<file path="config.mk">
export PLATFORM = sky130hd
export DESIGN_NAME = prim_reqack_src_queue
export DESIGN_NICKNAME = d
export VERILOG_FILES = /design/src/rtl/prim_reqack_src_pkg.sv /design/src/rtl/prim_reqack_src_fifo.sv /design/src/rtl/prim_reqack_src_queue.sv
export SDC_FILE = /design/constraint.sdc
export NUM_CORES = 1
export LEC_CHECK = 0
export BUFFER_PORTS_ARGS = -buffer_cell sky130_fd_sc_hd__clkbuf_2
export CAP_MARGIN = 20
export CORE_UTILIZATION = 50
export DETAILED_ROUTE_END_ITERATION = 12
export HOLD_SLACK_MARGIN = 0.08
export PLACE_DENSITY = 0.74
export SYNTH_ARGS = -nofsm -noshare
export SYNTH_HDL_FRONTEND = slang
export SYNTH_HIERARCHICAL = 1
export SYNTH_SLANG_ARGS = --single-unit
</file>
<file path="constraint.sdc">
create_clock -name clk_i -period 2.2 [get_ports clk_i]
set_input_delay 0.44 -clock clk_i [delete_from_list [all_inputs] [get_ports clk_i]]
set_output_delay 0.44 -clock clk_i [all_outputs]
set_load 0.02 [all_outputs]
</file>
<file path="src/rtl/prim_reqack_src_pkg.sv">
// Shared types and helpers for the REQ/ACK source-side queue.
// The FSM state and counter sizing live here so the top and any wrappers agree.
package prim_reqack_src_pkg;

   typedef enum logic {
      IdleSt = 1'b0,
      ReqSt  = 1'b1
   } state_e;

   // Counter width able to hold 0..n; a zero bound still needs a 1-bit counter.
   function automatic int unsigned cnt_width(input int unsigned n);
      return (n > 0) ? $clog2(n + 1) : 1;
   endfunction

endpackage

</file>
<file path="src/rtl/prim_reqack_src_fifo.sv">
// Synchronous FIFO with wrap-bit pointers; head word is read combinationally so
// the consumer can capture it into its own register on the pop cycle.
module prim_reqack_src_fifo #(
   parameter  int unsigned Width  = 8,
   parameter  int unsigned Depth  = 4,
   localparam int unsigned CountW = $clog2(Depth + 1)
) (
   input  logic              clk_i,
   input  logic              rst_i,
   input  logic              push_i,
   input  logic [Width-1:0]  wdata_i,
   input  logic              pop_i,
   output logic              full_o,
   output logic              empty_o,
   output logic [CountW-1:0] count_o,
   output logic [Width-1:0]  rdata_o
);

   localparam int unsigned AW = (Depth > 1) ? $clog2(Depth) : 1;
   localparam int unsigned PW = AW + 1;

   logic [PW-1:0]    wptr_q, wptr_d;
   logic [PW-1:0]    rptr_q, rptr_d;
   logic [PW-1:0]    ptr_diff;
   logic [Width-1:0] mem_q [Depth];
   logic             push_ok;
   logic             pop_ok;

   assign empty_o = (wptr_q == rptr_q);
   assign full_o  = (wptr_q[AW] != rptr_q[AW]) &&
                    (wptr_q[AW-1:0] == rptr_q[AW-1:0]);

   // A full FIFO refuses a push even when a pop frees a slot in the same cycle.
   assign push_ok = push_i && !full_o;
   assign pop_ok  = pop_i && !empty_o;

   assign ptr_diff = wptr_q - rptr_q;
   assign count_o  = CountW'(ptr_diff);
   assign rdata_o  = mem_q[rptr_q[AW-1:0]];

   always_comb begin
      wptr_d = wptr_q;
      rptr_d = rptr_q;
      if (push_ok) begin
         wptr_d = wptr_q + PW'(1);
      end
      if (pop_ok) begin
         rptr_d = rptr_q + PW'(1);
      end
   end

   always_ff @(posedge clk_i or posedge rst_i) begin
      if (rst_i) begin
         wptr_q <= '0;
         rptr_q <= '0;
      end else begin
         wptr_q <= wptr_d;
         rptr_q <= rptr_d;
      end
   end

   // Storage needs no reset: the pointers alone define which entries are live.
   always_ff @(posedge clk_i) begin
      if (push_ok) begin
         mem_q[wptr_q[AW-1:0]] <= wdata_i;
      end
   end

endmodule

</file>
<file path="src/rtl/prim_reqack_src_queue.sv">
// Source-domain front end of the REQ/ACK synchronizer: buffers producer words and
// presents them one at a time on a held-stable bus while REQ is outstanding.
module prim_reqack_src_queue
   import prim_reqack_src_pkg::*;
#(
   parameter  int unsigned Width         = 8,
   parameter  int unsigned Depth         = 4,
   parameter  int unsigned TimeoutCycles = 0,
   localparam int unsigned DepthW        = $clog2(Depth + 1)
) (
   input  logic              clk_i,
   input  logic              rst_i,
   input  logic              wvalid_i,
   output logic              wready_o,
   input  logic [Width-1:0]  wdata_i,
   output logic              req_o,
   input  logic              ack_i,
   output logic [Width-1:0]  data_o,
   output logic [DepthW-1:0] depth_o,
   output logic              busy_o,
   output logic              timeout_o,
   output logic              proto_err_o
);

   localparam int unsigned TW     = cnt_width(TimeoutCycles);
   localparam logic [TW-1:0] TmoMax = TW'(TimeoutCycles);

   state_e           state_q, state_d;
   logic [Width-1:0] data_q, data_d;
   logic [TW-1:0]    tmo_cnt_q, tmo_cnt_d;
   logic             timeout_q, timeout_d;
   logic             proto_err_q, proto_err_d;

   logic             fifo_pop;
   logic             fifo_full;
   logic             fifo_empty;
   logic [Width-1:0] fifo_head;

   prim_reqack_src_fifo #(
      .Width (Width),
      .Depth (Depth)
   ) u_fifo (
      .clk_i   (clk_i),
      .rst_i   (rst_i),
      .push_i  (wvalid_i),
      .wdata_i (wdata_i),
      .pop_i   (fifo_pop),
      .full_o  (fifo_full),
      .empty_o (fifo_empty),
      .count_o (depth_o),
      .rdata_o (fifo_head)
   );

   always_comb begin
      state_d     = state_q;
      data_d      = data_q;
      tmo_cnt_d   = tmo_cnt_q;
      timeout_d   = timeout_q;
      proto_err_d = proto_err_q;
      fifo_pop    = 1'b0;

      case (state_q)
         IdleSt: begin
            if (ack_i) begin
               proto_err_d = 1'b1;
            end
            if (!fifo_empty) begin
               fifo_pop  = 1'b1;
               data_d    = fifo_head;
               state_d   = ReqSt;
               tmo_cnt_d = '0;
            end
         end
         ReqSt: begin
            if (ack_i) begin
               tmo_cnt_d = '0;
               // Keep REQ high across back-to-back words; only drop it when drained.
               if (!fifo_empty) begin
                  fifo_pop = 1'b1;
                  data_d   = fifo_head;
               end else begin
                  state_d = IdleSt;
               end
            end else if (tmo_cnt_q != TmoMax) begin
               tmo_cnt_d = tmo_cnt_q + TW'(1);
            end
         end
      endcase

      if ((TimeoutCycles != 0) && (tmo_cnt_d == TmoMax)) begin
         timeout_d = 1'b1;
      end
   end

   always_ff @(posedge clk_i or posedge rst_i) begin
      if (rst_i) begin
         state_q     <= IdleSt;
         data_q      <= '0;
         tmo_cnt_q   <= '0;
         timeout_q   <= 1'b0;
         proto_err_q <= 1'b0;
      end else begin
         state_q     <= state_d;
         data_q      <= data_d;
         tmo_cnt_q   <= tmo_cnt_d;
         timeout_q   <= timeout_d;
         proto_err_q <= proto_err_d;
      end
   end

   assign req_o       = (state_q == ReqSt);
   assign data_o      = data_q;
   assign wready_o    = !fifo_full;
   assign busy_o      = req_o || !fifo_empty;
   assign timeout_o   = timeout_q;
   assign proto_err_o = proto_err_q;

endmodule

</file>
# ---- Yosys cells after proc, flatten, opt, wreduce, memory -nomap -nowiden
# Memories as Yosys holds them, arrays and structs flattened.
# Cells that the tools add are included.
dict set report word_totals {
  ff_bits 16
  mem_bits_rw 32
  inputBits 12
  out_inout_bits 16
  elab_cells 31
  mem_count 1
}
# name words word_bits rd rd_ports_with_merged_regs write_ports line
set mem_list {}
lappend mem_list {u_fifo.mem_q 4 8 1 0 1 prim_reqack_src_fifo.sv:25} ;# logic [Width-1:0] mem_q [Depth];
dict set report classes {
  add_sub_neg 3
  eq_ne 4
  muxes 10
  bitwise_logic 1
  n_reduce_logical 7
}
# operator n
set ops {}
lappend ops {{$mux W8} 2}
lappend ops {{$pmux W8 S2} 1}
lappend ops {{$add A3 B1 Y3 const B} 2}
lappend ops {{$mux W1} 5}
lappend ops {{$pmux W1 S2} 2}
lappend ops {{$eq A3 B3 Y1} 1}
lappend ops {{$logic_and A1 B1 Y1} 3}
lappend ops {{$sub A3 B3 Y3} 1}
lappend ops {{$eq A2 B2 Y1} 1}
lappend ops {{$logic_not A1 Y1} 2}
lappend ops {{$ne A2 B2 Y1 const B} 1}
lappend ops {{$reduce_and A2 Y1} 1}
lappend ops {{$logic_or A1 B1 Y1} 1}
lappend ops {{$ne A1 B1 Y1} 1}
lappend ops {{$not A1 Y1} 1}

# ---- Logic depth before layout (Yosys ltp)
dict set report logic_depth {
  depth_word 6
  ltp_mapped 9
  mapped_depth_nobuf 8
}

# ---- Cells and area by module
# The synthesis kept the hierarchy.
# mod n_inst cells_each area_each_um2 seq_area_each_um2
set by_module_without_submodules {}
lappend by_module_without_submodules {prim_reqack_src_fifo 1 88 1615.3 1111.1}
lappend by_module_without_submodules {prim_reqack_src_queue 1 28 400.4 250.2}

# ---- Worst setup path before layout
# Ideal clock, no wire load.
dict set report synth_path {
  path_kind {register -> register}
  start {register u_fifo.rptr_q[1]}
  end {register u_fifo.rptr_q[1]}
  setup_time_ps 125
  arrival_ps 2002
  slack_ps 73
  path_stages_with_launch 9
  cell_sequence {dfrtp_1 > clkbuf_1 > inv_1 > ha_1 > nand2_1 > nor2_1 > a21oi_4 > o21ai_2 > mux2_4}
}
dict set report synth_via {
  elab_chain_cells 5
  elab_cells_between_ends 7
}
# element line
set synth_lines {}
lappend synth_lines {{start: declaration} prim_reqack_src_fifo.sv:23} ;# logic [PW-1:0] rptr_q, rptr_d;
lappend synth_lines {{start signal: assignment} prim_reqack_src_fifo.sv:58} ;# rptr_q <= rptr_d;
lappend synth_lines {{$eq A3 B3 Y1 *} prim_reqack_src_fifo.sv:29} ;# assign empty_o = (wptr_q == rptr_q);
lappend synth_lines {{net fifo_empty} prim_reqack_src_queue.sv:36} ;# logic fifo_empty;
lappend synth_lines {{$mux W1 *} {prim_reqack_src_queue.sv:67, prim_reqack_src_queue.sv:78}}
lappend synth_lines {{$mux W1} prim_reqack_src_queue.sv:75} ;# if (ack_i) begin
lappend synth_lines {{$pmux W1 S2 *} prim_reqack_src_queue.sv:62} ;# case (state_q)
lappend synth_lines {{net fifo_pop} prim_reqack_src_queue.sv:34} ;# logic fifo_pop;
lappend synth_lines {{$logic_and A1 B1 Y1 *} prim_reqack_src_fifo.sv:35} ;# assign pop_ok = pop_i && !empty_o;
# The timed path passes the listed nets; every way through them passes the cells marked *.
# A chain may end at the register's enable or synchronous reset.

# ---- Worst setup path in the final report
dict set report layout_path {
  start {register u_fifo.wptr_q[0]}
  end {output port depth_o[1]}
}
dict set report layout_via {
  elab_chain_cells 1
}
# element line
set layout_lines {}
lappend layout_lines {{start: declaration} prim_reqack_src_fifo.sv:22} ;# logic [PW-1:0] wptr_q, wptr_d;
lappend layout_lines {{start signal: assignment} prim_reqack_src_fifo.sv:57} ;# wptr_q <= wptr_d;
lappend layout_lines {{$sub A3 B3 Y3} prim_reqack_src_fifo.sv:37} ;# assign ptr_diff = wptr_q - rptr_q;
lappend layout_lines {{end: declaration} prim_reqack_src_queue.sv:19} ;# output logic [DepthW-1:0] depth_o,
# No other way between the ends.

==> flow_summary.toml <==
[floorplan]
initial_core_util_pct = 53.5
chipWidth_um = 65.5
num_rows = 22
dieArea_um2 = 4290
pin_count = 28
core-area_um2 = 3770
dieHeight_um = 65.5

[finish]
nets = 171
area_growth_pct = 15.6
postLayoutCoreUtil_pct = 61.8
fill_cells = 283
multi_input_area_um2 = 602
stdcell_area_um2 = 2330
final_layout_size_suffix_gt1_share_pct = 42.1
finalNonFillerCells = 200
num_antenna_cells = 0
seq_area_um2 = 1360

[power]
powerDensity_nw_per_um2 = 1590
leakage_nw = 0.959
power_mw = 3.70
vdd_drop_max_mv = 1.29

[min_path]
hold_start = "wdata_i[4]"
worstHoldEndpoint = "u_fifo/mem_q[0][4]$_DFFE_PP_"
holdPathStages = 1
worstHoldPathType = "in -> reg"

[global_route]
grt_pass1_vias = 1153
grt_pass1_wl_mm = 5.60
grt_usage_pct = 18.8
grt-ovfl-total = 0
antenna_found_initial = 0
grt_max_degree = 16

[clock_network]
cts-htree-levels = 2
path_clk_slew_ns = 0.09
cts_tree = "built"
cts.sinks = 48
cts.path.max_buffers = 2
cts_buffers = 5
clock_latency_ns = 0.30
cts-root-buf = "clkbuf_8"

[synth]
synth_ff_type = "edfxtp_1"
synth.net_count = 136
synthesis.area_um2 = 2020
yosysTopAreaCell = "edfxtp_1"
ys_seq_elements = 48
synth_top_cells_by_count = "32 x edfxtp_1, 16 x dfrtp_1, 13 x inv_1"
synth_edf_count = 32
yosys-top-cells-area = "edfxtp_1 48%, dfrtp_1 20%, mux4_2 8.9%"
syn_area_per_cell_um2 = 17.4
synth.most_common_cell = "edfxtp_1"
seq_area_frac_synth_pct = 67.5
synthArstFlopShare_pct = 33.3
yosys_warnings = 6
netlist_instances = 116
synth_top_area_share_pct = 47.7
ys_types = 24

[place]
placed_area_um2 = 2210
dpl.hpwl_mm = 2.43
dp_cells = 190
globalplace.congestion = 0.811
pre_cts_ws_ns = 0.162
portBuffers = 26

[drt]
drt_iter0_drc = 59
drt_pass1_iterations = 4
via_per_inst = 5.26
drt-wirelength-per-cell_um = 17.3
vias = 1052
ant_nets = 0
drcViolationCount = 0
wl_mm = 3.47

[worst_setup_path]
worst_setup_path_end_kind = "output port"
rr_worst_depth = 6
reg2reg_slack_ns = 0.31
r2r-start = "u_fifo/wptr_q[1]$_DFFE_PP0P_"
cp_max_fo = 3
startpoint_type = "flop"
arrival_ns = 1.66
r2r-end = "data_o[0]$_DFFE_PP0P_"
crit_required_ns = 1.76
crit_type = "reg -> out"

[timing]
finalClockSkew_ns = 0.00694
period_minus_slack_ns = 2.10
finalSetupViolCount = 0
fmax_mhz = 475
rsz0062_at_grt = "no"
layout_setup_ws_ns = 0.0964
hold_viol_final = 0
worst_hold_slack_ns = 0.352
final_max_slew_viol_count = 0
finalCritPeriodShare_pct = 95.6
fin_tns_setup_ns = 0

[flow_run]
max-cap-violations = 0

[run_status]
status = "complete, no violations"
worst max-delay path: stages (launching register included):
cell      delay, ns
dfrtp_1        0.40
inv_2          0.09
ha_1           0.15
inv_1          0.05
fa_2           0.51
clkbuf_2       0.16
cell type report:
type	instances	area share (%)
clock buffer	6	3.11
clock inverter	2	0.537
inverter	13	2.09
multi-input combinational	52	25.8
sequential	48	58.4
tap	48	2.58
timing repair buffer	31	7.41
worst max-delay path by stage:
stage	start	to	slack (ns)	cells after the start
CTS	u_fifo/wptr_q[0]$_DFFE_PP0P_	depth_o[2]	0.02	6
floorplan	u_fifo/rptr_q[1]$_DFFE_PP0P_	u_fifo/rptr_q[1]$_DFFE_PP0P_	0.07	8
global placement	u_fifo/wptr_q[0]$_DFFE_PP0P_	data_o[3]$_DFFE_PP0P_	0.30	7
detailed placement	u_fifo/wptr_q[0]$_DFFE_PP0P_	data_o[1]$_DFFE_PP0P_	0.16	7
finish	u_fifo/wptr_q[0]$_DFFE_PP0P_	depth_o[1]	0.1	5
global route	u_fifo/wptr_q[2]$_DFFE_PP0P_	wready_o	0.03	5
report_power, final:
| part | internal [mW] | switching, mW |
|---|---|---|
| Combinational | 0.793 | 0.976 |
| Sequential | 1.27 | 0.149 |
| Clock | 0.223 | 0.280 |
state kept, by name (all words and copies together), names as in the netlist:
register,flops
u_fifo/mem_q,32
data_o,8
u_fifo/rptr_q,3
u_fifo/wptr_q,3
proto_err_o,1
req_o,1
repair_timing:
action,in CTS,in global routing
resized for setup,3,4
pin swaps,0,1
hold buffers,1,0
setup endpoints to repair,2,2
hold endpoints to repair,6,0
buffers inserted,1,0
cell usage in the layout (no fill, tap or decap), types with 4 or more instances in the layout:
master,count
and3_1,4
buf_4,5
clkbuf_2,25
clkbuf_8,5
dfrtp_1,16
edfxtp_1,32
ha_1,7
inv_1,12
mux2_2,9
mux4_2,8
nand2_1,5
kinds of logic after synthesis:
family | share of synthesized area [%]
other | 0.186
muxes | 16.0
and+or+nand+nor | 2.79
AOI/OAI and AO/OA | 2.86
xor gates and xnor gates | 2.11
buffers and inverters | 3.23
DFF | 67.5
adders and majority gates | 5.34
per-layer routing:
metal	GRT usage, %	up-vias	wire length [µm]
li1	-	484	-
met1	22.5	533	1440
met2	31.6	28	1800
met3	6.25	7	159
met4	6.52	0	65
met5	0	-	0
(Power assumes the default switching activity.)
